<file path="src/rtl/acorn_phase_sequencer_pkg.sv">
// ACORN-128 phase sequencer shared types and step budgets.
// Optional abort input is enabled by defining ACORN_SEQ_ABORT_EN.
package acorn_pkg;

    typedef enum logic [2:0] {
        PH_IDLE  = 3'd0,
        PH_INIT  = 3'd1,
        PH_AD    = 3'd2,
        PH_MSG   = 3'd3,
        PH_FINAL = 3'd4,
        PH_DONE  = 3'd5
    } phase_e;

    typedef enum logic [2:0] {
        SRC_ZERO = 3'd0,
        SRC_ONE  = 3'd1,
        SRC_KEY  = 3'd2,
        SRC_IV   = 3'd3,
        SRC_KEY1 = 3'd4,
        SRC_AD   = 3'd5,
        SRC_PT   = 3'd6,
        SRC_CTKS = 3'd7
    } mbit_src_e;

    localparam int INIT_STEPS  = 1792;
    localparam int PAD_STEPS   = 256;
    localparam int FINAL_STEPS = 768;
    localparam int TAG_BITS    = 128;
    localparam int KEY_BITS    = 128;

    function automatic logic is_busy(phase_e p);
        return (p == PH_INIT) || (p == PH_AD) ||
               (p == PH_MSG)  || (p == PH_FINAL);
    endfunction

endpackage

</file>
<file path="src/rtl/acorn_phase_sequencer_if.sv">
// Step handshake between the phase sequencer and the state-update datapath.
// Sequencer drives the control word (master); datapath returns ready.
interface acorn_phase_sequencer_if #(
    parameter int IDX_W = 16
);
    import acorn_pkg::*;

    logic             step_valid;
    logic             step_ready;
    logic             ca;
    logic             cb;
    mbit_src_e        mbit_src;
    logic [IDX_W-1:0] bit_idx;
    logic             ks_use;
    logic             tag_cap;

    modport master (
        output step_valid, ca, cb, mbit_src, bit_idx, ks_use, tag_cap,
        input  step_ready
    );

    modport slave (
        input  step_valid, ca, cb, mbit_src, bit_idx, ks_use, tag_cap,
        output step_ready
    );

endinterface

</file>
<file path="src/rtl/acorn_phase_sequencer_step_counter.sv">
// Per-phase step counter: advances on each retired step and wraps
// to zero on the terminal step so the next phase starts at 0.
module acorn_step_counter #(
    parameter int W = 17
) (
    input  logic         clk,
    input  logic         rst,
    input  logic         clear,
    input  logic         en,
    input  logic [W-1:0] len,
    output logic [W-1:0] count,
    output logic         last
);

    assign last = (count == len - W'(1));

    always_ff @(posedge clk or posedge rst) begin
        if (rst) begin
            count <= '0;
        end else if (clear || (en && last)) begin
            count <= '0;
        end else if (en) begin
            count <= count + W'(1);
        end
    end

endmodule

</file>
<file path="src/rtl/acorn_phase_sequencer.sv">
// ACORN-128 step scheduler: INIT -> AD -> MSG -> FINAL control words.
// Define ACORN_SEQ_ABORT_EN to add a synchronous abort input.
module acorn_phase_sequencer
    import acorn_pkg::*;
#(
    parameter int LEN_W = 16,
    parameter int IDX_W = 16
) (
    input  logic             clk,
    input  logic             rst,
    input  logic             start,
    input  logic             decrypt,
    input  logic [LEN_W-1:0] ad_len,
    input  logic [LEN_W-1:0] msg_len,
`ifdef ACORN_SEQ_ABORT_EN
    input  logic             abort,
`endif
    acorn_phase_sequencer_if.master step,
    output phase_e           phase,
    output logic             busy,
    output logic             done
);

    // Wide enough for len+256 without wrap and for the 1792 INIT steps.
    localparam int CNT_W = (LEN_W + 1 > 12) ? LEN_W + 1 : 12;
    typedef logic [CNT_W-1:0] cnt_t;

    localparam cnt_t C_INIT  = cnt_t'(INIT_STEPS);
    localparam cnt_t C_FINAL = cnt_t'(FINAL_STEPS);
    localparam cnt_t C_PAD   = cnt_t'(PAD_STEPS);
    localparam cnt_t C_TAIL  = cnt_t'(PAD_STEPS / 2);
    localparam cnt_t C_KEY   = cnt_t'(KEY_BITS);
    localparam cnt_t C_IVEND = cnt_t'(2 * KEY_BITS);
    localparam cnt_t C_CAP   = cnt_t'(FINAL_STEPS - TAG_BITS);

    phase_e           ph_q, ph_d;
    logic             dec_q;
    logic [LEN_W-1:0] ad_q, msg_q;

    cnt_t i, len, ad_n, msg_n;
    logic last, retire, clear, valid, abort_s;

    logic             v_ca, v_cb, v_ks, v_tag;
    mbit_src_e        v_src;
    logic [IDX_W-1:0] v_idx;

`ifdef ACORN_SEQ_ABORT_EN
    assign abort_s = abort & busy;
`else
    assign abort_s = 1'b0;
`endif

    assign ad_n   = cnt_t'(ad_q);
    assign msg_n  = cnt_t'(msg_q);
    assign busy   = is_busy(ph_q);
    assign valid  = busy;
    assign done   = (ph_q == PH_DONE);
    assign phase  = ph_q;
    assign retire = valid & step.step_ready;
    assign clear  = (ph_q == PH_IDLE) | abort_s;

    acorn_step_counter #(
        .W(CNT_W)
    ) u_cnt (
        .clk   (clk),
        .rst   (rst),
        .clear (clear),
        .en    (retire),
        .len   (len),
        .count (i),
        .last  (last)
    );

    always_ff @(posedge clk or posedge rst) begin
        if (rst) begin
            ph_q <= PH_IDLE;
        end else begin
            ph_q <= ph_d;
        end
    end

    always_ff @(posedge clk or posedge rst) begin
        if (rst) begin
            dec_q <= 1'b0;
            ad_q  <= '0;
            msg_q <= '0;
        end else if (ph_q == PH_IDLE && start) begin
            dec_q <= decrypt;
            ad_q  <= ad_len;
            msg_q <= msg_len;
        end
    end

    always_comb begin
        ph_d  = ph_q;
        len   = C_INIT;
        v_ca  = 1'b0;
        v_cb  = 1'b0;
        v_ks  = 1'b0;
        v_tag = 1'b0;
        v_src = SRC_ZERO;
        v_idx = '0;
        unique case (ph_q)
            PH_IDLE: begin
                if (start) ph_d = PH_INIT;
            end
            PH_INIT: begin
                len  = C_INIT;
                v_ca = 1'b1;
                v_cb = 1'b1;
                if (retire && last) ph_d = PH_AD;
                if (i < C_KEY) begin
                    v_src = SRC_KEY;
                    v_idx = IDX_W'(i[6:0]);
                end else if (i < C_IVEND) begin
                    v_src = SRC_IV;
                    v_idx = IDX_W'(i[6:0]);
                end else if (i == C_IVEND) begin
                    v_src = SRC_KEY1;
                end else begin
                    v_src = SRC_KEY;
                    v_idx = IDX_W'(i[6:0]);
                end
            end
            PH_AD: begin
                len  = ad_n + C_PAD;
                v_cb = 1'b1;
                v_ca = (i < ad_n + C_TAIL);
                if (retire && last) ph_d = PH_MSG;
                if (i < ad_n) begin
                    v_src = SRC_AD;
                    v_idx = IDX_W'(i);
                end else if (i == ad_n) begin
                    v_src = SRC_ONE;
                end
            end
            PH_MSG: begin
                len  = msg_n + C_PAD;
                v_ca = (i < msg_n + C_TAIL);
                if (retire && last) ph_d = PH_FINAL;
                if (i < msg_n) begin
                    v_src = dec_q ? SRC_CTKS : SRC_PT;
                    v_idx = IDX_W'(i);
                    v_ks  = 1'b1;
                end else if (i == msg_n) begin
                    v_src = SRC_ONE;
                end
            end
            PH_FINAL: begin
                len  = C_FINAL;
                v_ca = 1'b1;
                v_cb = 1'b1;
                if (retire && last) ph_d = PH_DONE;
                if (i >= C_CAP) begin
                    v_tag = 1'b1;
                    v_idx = IDX_W'(i - C_CAP);
                end
            end
            PH_DONE: begin
                ph_d = PH_IDLE;
            end
            default: begin
                ph_d = PH_IDLE;
            end
        endcase
        if (abort_s) ph_d = PH_IDLE;
    end

    assign step.step_valid = valid;
    assign step.ca         = v_ca;
    assign step.cb         = v_cb;
    assign step.mbit_src   = v_src;
    assign step.bit_idx    = v_idx;
    assign step.ks_use     = v_ks;
    assign step.tag_cap    = v_tag;

endmodule

</file>
<file path="src/flat_wrapper.sv">
// flat-port wrapper written by rule: the top's interface ports become plain ports
module acorn_phase_sequencer_flat import acorn_pkg::*;
#(
    parameter int LEN_W = 16,
    parameter int IDX_W = 16
)
  (clk, rst, start, decrypt, ad_len, msg_len, phase, busy, done, step_step_valid, step_ca, step_cb, step_mbit_src, step_bit_idx, step_ks_use, step_tag_cap, step_step_ready);
  acorn_phase_sequencer_if #(.IDX_W(IDX_W)) step_i ();
  input  logic clk;
  input  logic rst;
  input  logic start;
  input  logic decrypt;
  input  logic [LEN_W-1:0] ad_len;
  input  logic [LEN_W-1:0] msg_len;
  output phase_e phase;
  output logic busy;
  output logic done;
  output wire logic [$bits(step_i.step_valid)-1:0] step_step_valid;
  output wire logic [$bits(step_i.ca)-1:0] step_ca;
  output wire logic [$bits(step_i.cb)-1:0] step_cb;
  output wire logic [$bits(step_i.mbit_src)-1:0] step_mbit_src;
  output wire logic [$bits(step_i.bit_idx)-1:0] step_bit_idx;
  output wire logic [$bits(step_i.ks_use)-1:0] step_ks_use;
  output wire logic [$bits(step_i.tag_cap)-1:0] step_tag_cap;
  input wire logic [$bits(step_i.step_ready)-1:0] step_step_ready;
  assign step_step_valid = step_i.step_valid;
  assign step_ca = step_i.ca;
  assign step_cb = step_i.cb;
  assign step_mbit_src = step_i.mbit_src;
  assign step_bit_idx = step_i.bit_idx;
  assign step_ks_use = step_i.ks_use;
  assign step_tag_cap = step_i.tag_cap;
  assign step_i.step_ready = step_step_ready;
  acorn_phase_sequencer #(.LEN_W(LEN_W), .IDX_W(IDX_W)) u_core (.clk(clk), .rst(rst), .start(start), .decrypt(decrypt), .ad_len(ad_len), .msg_len(msg_len), .step(step_i), .phase(phase), .busy(busy), .done(done));
endmodule
</file>
<file path="config.mk">
export PLATFORM = sky130hd
export DESIGN_NAME = acorn_phase_sequencer_flat
export DESIGN_NICKNAME = d
export VERILOG_FILES = /design/src/rtl/acorn_phase_sequencer_pkg.sv /design/src/rtl/acorn_phase_sequencer_if.sv /design/src/rtl/acorn_phase_sequencer_step_counter.sv /design/src/rtl/acorn_phase_sequencer.sv /design/src/flat_wrapper.sv
export SDC_FILE = /design/constraint.sdc
export NUM_CORES = 1
export LEC_CHECK = 0
export CAP_MARGIN = 25
export CORE_MARGIN = 1
export CORE_UTILIZATION = 58
export DETAILED_ROUTE_END_ITERATION = 10
export PLACE_DENSITY = 0.78
export SETUP_SLACK_MARGIN = 0.1
export SLEW_MARGIN = 0
export SYNTH_ARGS = -nofsm -noshare
export SYNTH_HDL_FRONTEND = slang
export SYNTH_SLANG_ARGS = --single-unit
</file>
<file path="constraint.sdc">
create_clock -name clk -period 4.29 [get_ports clk]
set_input_delay 0.858 -clock clk [delete_from_list [all_inputs] [get_ports clk]]
set_output_delay 0.858 -clock clk [all_outputs]
set_load 0.005 [all_outputs]
</file>
==> impl_metrics.toml <==
[grt]
grt_usage = 0.347
grt_pass1_wl_um = 26800
grt_pass1_vias = 5287
grt_max_degree = 41
grt_overflow = 0
grt_antenna_before_repair = 0

[timing]
finalMaxSlewViolations = 0
setup_viol = 0
rsz0062_at_grt = "yes"
fin_setup_tns_ns = 0
relSlewSlack = 0.483
skew_ns = 0.0181
holdWs_ns = 0.541
fin_crit_ns = 4.09
finalCritPeriodShare = 0.953
tightest_slew_ns = 0.774
hold_viol = 0
max_clock_freq_mhz = 245

[final_layout]
n_antenna_cell = 0
syn2layout_area_growth_pct = 18.9
drive_gt1_frac = 0.128
post-route-cell-area_um2 = 6620
finalNetCount = 858
n_fill_cell = 786
postLayoutCoreUtil = 0.713

[pwr]
powerDensity_nw_per_um2 = 337
ir_drop_v = 0.000330
total_leakage_power_nw = 3.21

[die]
initial_core_util = 0.600
chipHeight_um = 100
core_um2 = 9280
die-area_um2 = 10000
io_pins = 66
placementRows = 35
die_x_um = 100

[run]
drv_cap = 0

[logic_synthesis]
ys_ff_latch = 53
yosys_warnings = 0
netlist_area_um2 = 5570
async_reset_ff_frac = 1.00
synth.distinct_cells = 75
synth_cells = 683
synth_fp_nets = 781
yosysSeqAreaShare = 0.238
syn_area_per_cell_um2 = 8.16
synth_edf_count = 0
synthFlopType = "dfrtp_1"

[worst_setup_path]
path_cells = "ha_1 -> nor2b_2 -> o21a_1 -> o211ai_1 -> a21boi_1 -> o21a_1 -> o21ai_2 -> a221oi_2 -> buf_4 -> nor2_1 -> a211o_1 -> clkdlybuf4s50_1"
cp.arrival_ns = 3.23
crit_family = "compound AO/OA/AOI/OAI gates"
cpPeakStageDelay_ns = 0.47
cp_max_fo = 4
path_class = "flop to output port"
cp.required_ns = 3.43
slowest_stage = "dfrtp_2"
crit_buf_inv = 2
end_kind = "output port"
cp_common_cell = "o21a_1"
startpoint_type = "flop"

[routing]
remaining_drc_errors = 0
drt-initial-drc-count = 331
dr.pass1.iters = 5
antenna_left = 0
avgRoutedWirePerCell_um = 18.8
num_vias = 5448
routed_wl_um = 16700
vias_per_cell = 6.13

[clock_tree]
worstSkewPairLatency_ns = 0.34
cts_tree = "yes"
cts_buffer_depth = 2
cts.htree.levels = 2
clk_pin_slew_ns = 0.11
cts_hold_buffers = 0
cts.sinks = 53
numCtsBuffers = 5
ctsRootBufferMaster = "clkbuf_8"

[placement]
routabilityCongestion = 0.995
placed_cell_area_um2 = 6350
dp.final_hpwl_um = 12800
io_buffers = 65

[min_path]
min_path_type = "flop to flop"

[status]
status = "completed"
==> Yosys cell counts (13+ instances only) <==
library cell | number | share of area
mux2i_1 | 13 | 0.023
nor2_1 | 56 | 0.038
xor2_1 | 13 | 0.020
ha_1 | 61 | 0.14
nand3_1 | 22 | 0.020
nand4_1 | 22 | 0.025
a21oi_1 | 25 | 0.022
dfrtp_1 | 53 | 0.24
inv_1 | 48 | 0.032
xnor2_1 | 43 | 0.068
clkbuf_1 | 17 | 0.011
nand2_1 | 74 | 0.050
o21ai_0 | 51 | 0.046
nor3_1 | 22 | 0.020
==> placed cells by master (no fill, tap or decap), types with 4 or more instances in the layout <==
cell	Yosys	layout
xnor2_1	43	43
mux2i_1	13	12
clkdlybuf4s50_1	0	48
nand2_1	74	73
nor3_1	22	21
nor2_1	56	56
o21a_1	7	7
a21o_1	11	11
inv_1	48	44
dlymetal6s2s_1	0	14
or3_1	5	5
o21ai_0	51	47
nor4_1	10	10
nand4_1	22	22
buf_4	2	41
and3_1	8	7
xor2_1	13	13
dfrtp_1	53	50
nor2b_1	10	8
o211ai_1	4	4
ha_1	61	59
a31oi_1	10	8
mux2_2	7	7
a21oi_1	25	25
nand3_1	22	22
clkbuf_8	9	5
==> state kept, by name, indices dropped and copies added, names as in the netlist <==
signal,count
u_core.msg_q,16
u_core.ad_q,16
u_core.u_cnt.count,17
u_core.phase,3
u_core.dec_q,1
==> cell families after synthesis <==
group,synth area share
flops,0.238
xor+xnor,0.0921
simple gates,0.242
mux,0.0375
buf+inv,0.0869
fa+ha+maj,0.137
compound gates,0.166
==> worst paths after layout <==
kind	from	endpoint	slack (ns)	cells after the start
setup / recovery	u_core.u_cnt.count[1]	step_mbit_src[0]	0.20	12
hold / removal	u_core.dec_q	u_core.dec_q	0.54	1
setup reg to reg	u_core.phase[0]	u_core.phase[0]	0.25	13
hold reg to reg	u_core.dec_q	u_core.dec_q	0.54	1
max in group asynchronous	rst	u_core.ad_q[13]	2.55	3
min in group asynchronous	rst	u_core.ad_q[3]	0.96	2
==> layout make-up <==
| cell class | instances | area (µm²) | share of cell area |
|---|---|---|---|
| Clock inverter | 2 | 16.3 | 0.00246 |
| Timing Repair Buffer | 108 | 1030 | 0.155 |
| Tap cell | 129 | 161 | 0.0244 |
| Multi-Input combinational cell | 544 | 3830 | 0.579 |
| Sequential cell | 53 | 1330 | 0.201 |
| Clock buffer | 5 | 68.8 | 0.0104 |
| Inverter | 48 | 183 | 0.0276 |
==> repair_timing <==
item                                    in CTS  in global routing
cloned                                       0                  0
buffers inserted                             8                  3
resized for setup                           13                 31
pin swaps                                    2                  6
endpoints found under the setup margin      19                 33
==> where the power goes <==
| group | internal, mW | switching [mW] |
|---|---|---|
| logic | 0.506 | 0.634 |
| clock network | 0.113 | 0.192 |
| registers | 0.627 | 0.161 |
==> metrics by stage <==
step           setup WS, ns  power [mW]  instances
6_report              0.201        2.23        889
4_1_cts              0.0759        2.19        886
5_1_grt              0.0531        2.40        889
3_5_place_dp          0.135        1.84        871
2_1_floorplan         0.371        1.48        683
3_3_place_gp          0.240        1.79        871
==> worst register-to-register path, delay by kind of cell (launching register included) <==
family,cells,cell delay (ns)
AO/OA/AOI/OAI,3,0.78
XOR/XNOR,1,0.09
adder cells (fa/ha/maj),1,0.32
buffers and inverters,1,0.16
flip-flops,1,0.45
multiplexers,1,0.30
AND/OR/NAND/NOR,6,1.83
==> metal layers <==
metal,GRT usage,vias up,routed length (µm)
li1,-,2568,-
met2,0.578,244,7840
met5,0,-,0
met3,0.0564,59,1110
met4,0.154,0,706
met1,0.445,2577,7060
(Power assumes the default switching activity.)
==> patch 1: new RTL, same flow settings <==
`LEN_W` is set to 16 in 2 places; all go to 8.
--- a/src/rtl/acorn_phase_sequencer.sv
+++ b/src/rtl/acorn_phase_sequencer.sv
@@ -3,7 +3,7 @@
 module acorn_phase_sequencer
     import acorn_pkg::*;
 #(
-    parameter int LEN_W = 16,
+    parameter int LEN_W = 8,
     parameter int IDX_W = 16
 ) (
     input  logic             clk,
--- a/src/flat_wrapper.sv
+++ b/src/flat_wrapper.sv
@@ -1,7 +1,7 @@
 // flat-port wrapper written by rule: the top's interface ports become plain ports
 module acorn_phase_sequencer_flat import acorn_pkg::*;
 #(
-    parameter int LEN_W = 16,
+    parameter int LEN_W = 8,
     parameter int IDX_W = 16
 )
   (clk, rst, start, decrypt, ad_len, msg_len, phase, busy, done, step_step_valid, step_ca, step_cb, step_mbit_src, step_bit_idx, step_ks_use, step_tag_cap, step_step_ready);
Interface: changed (resized ad_len and msg_len); port bits go from 66 to 50. No check against the original RTL was run, so the function may have changed too.
==> patch 1 against the original RTL <==
Register-to-register slack improved by 0.65 ns. Synthesized area fell by 46%. Sequential cell count fell by 21. Setup slack improved by 0.034 ns. Utilization rose by 2.2 points. Count of clock-buffer cells in the layout rose by 1. Cell area fell by 46%. Global-route usage fell by 4.7 points. Routed wire length fell by 55%. Power fell by 43%. Critical path type unchanged.
==> patch 1: results (changes against the original RTL) <==
| Metric | Value |
|---|---|
| GPL Wtd Cong | `0.882 (-11%)` |
| Worst slack, placed | `0.599 ns (+0.464 ns)` |
| CP max stage delay | `0.52 ns (+0.05 ns)` |
| RR Endpoint | `u_core.phase[1]` |
| Biggest regs | `u_core.u_cnt.count (12), u_core.ad_q (8), u_core.msg_q (8)` |
| Placed Area | `0.00349 mm^2 (-45%)` |
| Placed cell count | `458 (-47%)` |
| Reg2reg setup slack | `0.90 ns (+0.65 ns)` |
| Largest net degree at the start of global routing | `34 (-17%)` |
| R2R depth | `10 (-3)` |
| DRT iter0 DRCs | `356 (+7.6%)` |
| Crit path capture | `step_bit_idx[0]` |
| Final Non-Filler Cells | `465 (-48%)` |
| Post-synthesis compound-gate area fraction | `15.3% (-1.3 points)` |
| Share of layout cells above drive strength 1 | `10.3% (-2.5 points)` |
| Met2 wire length | `3610 um (-54%)` |
| Register area share after synthesis | `26.9% (+3.1 points)` |
| WL met3 | `455 um (-59%)` |
| Min Hold Slack | `0.563 ns (+0.0225 ns)` |
| DP Wirelength | `5760 um (-55%)` |
| CTS resizes | `0 (-13)` |
| Critical Path Slowest Stage Cell | `clkdlybuf4s50_1` |
| Mux cell area share after synthesis | `6.08% (+2.3 points)` |
| Worst skew pair latency | `0.29 ns (-0.05 ns)` |
| Worst-path fanout max | `7 (+3)` |
| Max Clock Freq | `247 MHz (+0.84%)` |
| Hold endpoint | `u_core.msg_q[0]` |
| Final WL | `7560 um (-55%)` |
| Setup bufs post-CTS | `0 (-8)` |
| Cell variety after synth | `63 (-16%)` |
| DR vias | `2762 (-49%)` |
| Post-synth top cells | `32 x dfrtp_1, 31 x nand2_1, 30 x inv_1` |
| Vias in the first global route | `2501 (-53%)` |
| Status | `finished, final reports clean` |
| Hold_sp | `u_core.msg_q[0]` |
| First-pass GRT wire length | `12200 um (-54%)` |
| Nets@finish | `445 (-48%)` |
| Crit path DAT | `3.20 ns (-0.03 ns)` |
| Port bufs | `49 (-25%)` |
| XOR/XNOR share of the synthesized area | `7.64% (-1.6 points)` |
| Post-synthesis adder-cell area fraction | `10.9% (-2.8 points)` |
| Synth area leaders | `dfrtp_1 27%, ha_1 11%, xnor2_1 5.3%` |
==> patch 1: changes by cell type after synthesis, sizes merged, moves of 13 or more <==
cell	delta
clkbuf	-17
dfrtp	-21
nand4	-18
nand2	-43
a21oi	-13
inv	-18
nor2	-30
ha	-35
o21ai	-24
xnor2	-25
==> patch 1: metal layers <==
metal	up-vias	track usage [%]
li1	1322	-
met1	1304	40.4
met2	122	48.2
met3	14	5.49
met4	0	10.3
met5	-	0
==> patch 1: cell type report <==
type / count / area (um^2)
repair buffers: 60 / 573
well taps: 67 / 83.8
multi-input cells: 269 / 1920
clock inverters: 1 / 5.00
inverters: 30 / 113
flip-flops and latches: 32 / 801
fillers: 403 / 1280
clock buffers: 6 / 72.6
==> patch 1: report_power, final <==
group	leakage (nW)	internal (mW)	switching, mW
combinational	1.15	0.301	0.321
clock	0.0410	0.110	0.113
sequential	0.389	0.354	0.0775
==> patch 2: new RTL, same flow settings <==
Made on the original files. Remove the case item `PH_FINAL` of the case on `ph_q`.
--- a/src/rtl/acorn_phase_sequencer.sv
+++ b/src/rtl/acorn_phase_sequencer.sv
@@ -146,16 +146,6 @@
                     v_src = SRC_ONE;
                 end
             end
-            PH_FINAL: begin
-                len  = C_FINAL;
-                v_ca = 1'b1;
-                v_cb = 1'b1;
-                if (retire && last) ph_d = PH_DONE;
-                if (i >= C_CAP) begin
-                    v_tag = 1'b1;
-                    v_idx = IDX_W'(i - C_CAP);
-                end
-            end
             PH_DONE: begin
                 ph_d = PH_IDLE;
             end
Formal check against the unedited RTL: no difference found for any inputs over 10 cycles, from zero or initial values and one cycle with rst high; that may be too few to reach the edited logic, so the function may still have changed.
==> patch 2 against the original RTL <==
Clock power increased by 18%. Synthesized area decreased by 7.8%. Non-clock buffer count increased by 7. Setup slack improved by 0.030 ns. Cell area decreased by 3.1%. Sequential cell count unchanged. First-iteration DRC count increased by 15%. Sequential share of layout area increased by 0.73 points. Routed wire length decreased by 0.94%. Die area decreased by 7.7%. Power increased by 8.5%. Synthesized cell count decreased by 8.1%. Critical path type unchanged. Critical endpoint is now step_bit_idx[14]. Largest cell class unchanged. Largest power group unchanged.
==> patch 2: results (changes against the original RTL) <==
| Metric | Value |
|---|---|
| Status | `finished, final reports clean` |
| Vias in the first global route | `4959 (-6.2%)` |
| Post-synth net total | `723 (-7.4%)` |
| Cell variety after synth | `66 (-12%)` |
| Filler instances | `607 (-23%)` |
| CP max stage delay | `0.50 ns (+0.03 ns)` |
| DR vias | `5261 (-3.4%)` |
| Worst skew pair latency | `0.32 ns (-0.02 ns)` |
| Synth area leaders | `dfrtp_1 26%, ha_1 14%, xnor2_1 7.7%` |
| Antenna Cells | `0 (unchanged)` |
| Nets@finish | `815 (-5.0%)` |
| Reg2reg setup slack | `0.31 ns (+0.06 ns)` |
| DRT Pass-1 Iters | `7 (+2)` |
| Register area share after synthesis | `25.8% (+2.0 points)` |
| Logic pwr share | `52.1% (+1.1 points)` |
| Grt met3 use | `6.95% (+1.3 points)` |
| DP Wirelength | `12300 um (-4.4%)` |
| VDD IR-drop max | `221 uV (-33%)` |
| Worst-path clk slew | `0.11 ns (about the same)` |
| Largest net degree at the start of global routing | `53 (+29%)` |
| Met1 Track Usage GR | `50.9% (+6.4 points)` |
| Final WL | `16600 um (-0.94%)` |
| Critical Path Slowest Stage Cell | `dfrtp_1` |
| Clk_skew | `0.0108 ns (-0.00732 ns)` |
| Rel. slew slack | `32.7% (-16 points)` |
| R2R depth | `14 (+1)` |
| Min Hold Slack | `0.556 ns (+0.0150 ns)` |
| Share of layout cells above drive strength 1 | `15.4% (+2.6 points)` |
| Biggest regs | `u_core.u_cnt.count (17), u_core.ad_q (16), u_core.msg_q (16)` |
| P_leak | `2.83 nW (-12%)` |
| Seq pwr | `0.799 mW (+1%)` |
| GPL Wtd Cong | `0.920 (-7.5%)` |
| Crit path DAT | `3.20 ns (-0.03 ns)` |
| First-pass GRT wire length | `25500 um (-4.9%)` |
| Delay-heaviest family, CP | `compound AO/OA/AOI/OAI gates` |
| Worst Setup SP | `u_core.ad_q[14]` |
| Worst-path fanout max | `8 (+4)` |
| Met2 usage | `57.6% (-0.20 points)` |
| Sw power | `1.03 mW (+4.6%)` |
| DRT iter0 DRCs | `380 (+15%)` |
| Port bufs | `64 (-1.5%)` |
| GRT Util Overall | `37.1% (+2.4 points)` |
| Placed Area | `0.00600 mm^2 (-5.5%)` |
| Crit path capture | `step_bit_idx[14]` |
| Yosys Warn Count | `0 (unchanged)` |
| Post-synth top cells | `62 x nand2_1, 58 x ha_1, 53 x dfrtp_1` |
-- patch 2: changes by cell type after synthesis, sizes merged, moves of 4 or more --
cell    before  now
and2         4   14
nand4       22   15
nor2        56   52
a31oi       10    3
nor2b       10    4
nand2       74   62
o21ai       51   44
clkbuf      27   20
nor3        22   12
-- patch 2: final cells by class --
class / instances / area share, %
inverters: 47 / 2.75
well taps: 105 / 2.05
clock buffers: 5 / 1.07
repair buffers: 115 / 16.0
flip-flops and latches: 53 / 20.8
multi-input cells: 498 / 56.7
clock inverters: 3 / 0.682
-- patch 2: through the flow --
stage / worst slack (ns) / std cells / util [%] / power [mW]
6_report: 0.231 / 826 / 76.6 / 2.42
5_1_grt: 0.0474 / 826 / 76.6 / 2.58
4_1_cts: 0.110 / 811 / 74.1 / 2.28
3_5_place_dp: -0.0120 / 798 / 71.6 / 1.89
3_3_place_gp: 0.0875 / 798 / 71.6 / 1.85
2_1_floorplan: 0.648 / 628 / - / 1.47
-- patch 2: cell families after synthesis --
| family | Yosys count | synth area share [%] |
|---|---|---|
| AO/OA/AOI/OAI | 127 | 16.0 |
| XOR/XNOR | 57 | 9.72 |
| adder cells (fa/ha/maj) | 58 | 14.1 |
| buffers and inverters | 77 | 6.21 |
| flip-flops | 53 | 25.8 |
| multiplexers | 23 | 4.73 |
| other | 1 | 0.0730 |
| AND/OR/NAND/NOR | 232 | 23.3 |
-- patch 2: timing repair --
| action | CTS | global route |
|---|---|---|
| setup endpoints to repair | 20 | 37 |
| pin swaps | 7 | 12 |
| gates resized for setup | 21 | 24 |
| setup buffers | 5 | 15 |
-- patch 2: per-layer routing --
layer / part of all wire (%) / vias up
met5: 0 / -
met4: 3.0 / 0
met3: 10 / 41
met2: 46 / 314
met1: 41 / 2502
li1: - / 2404
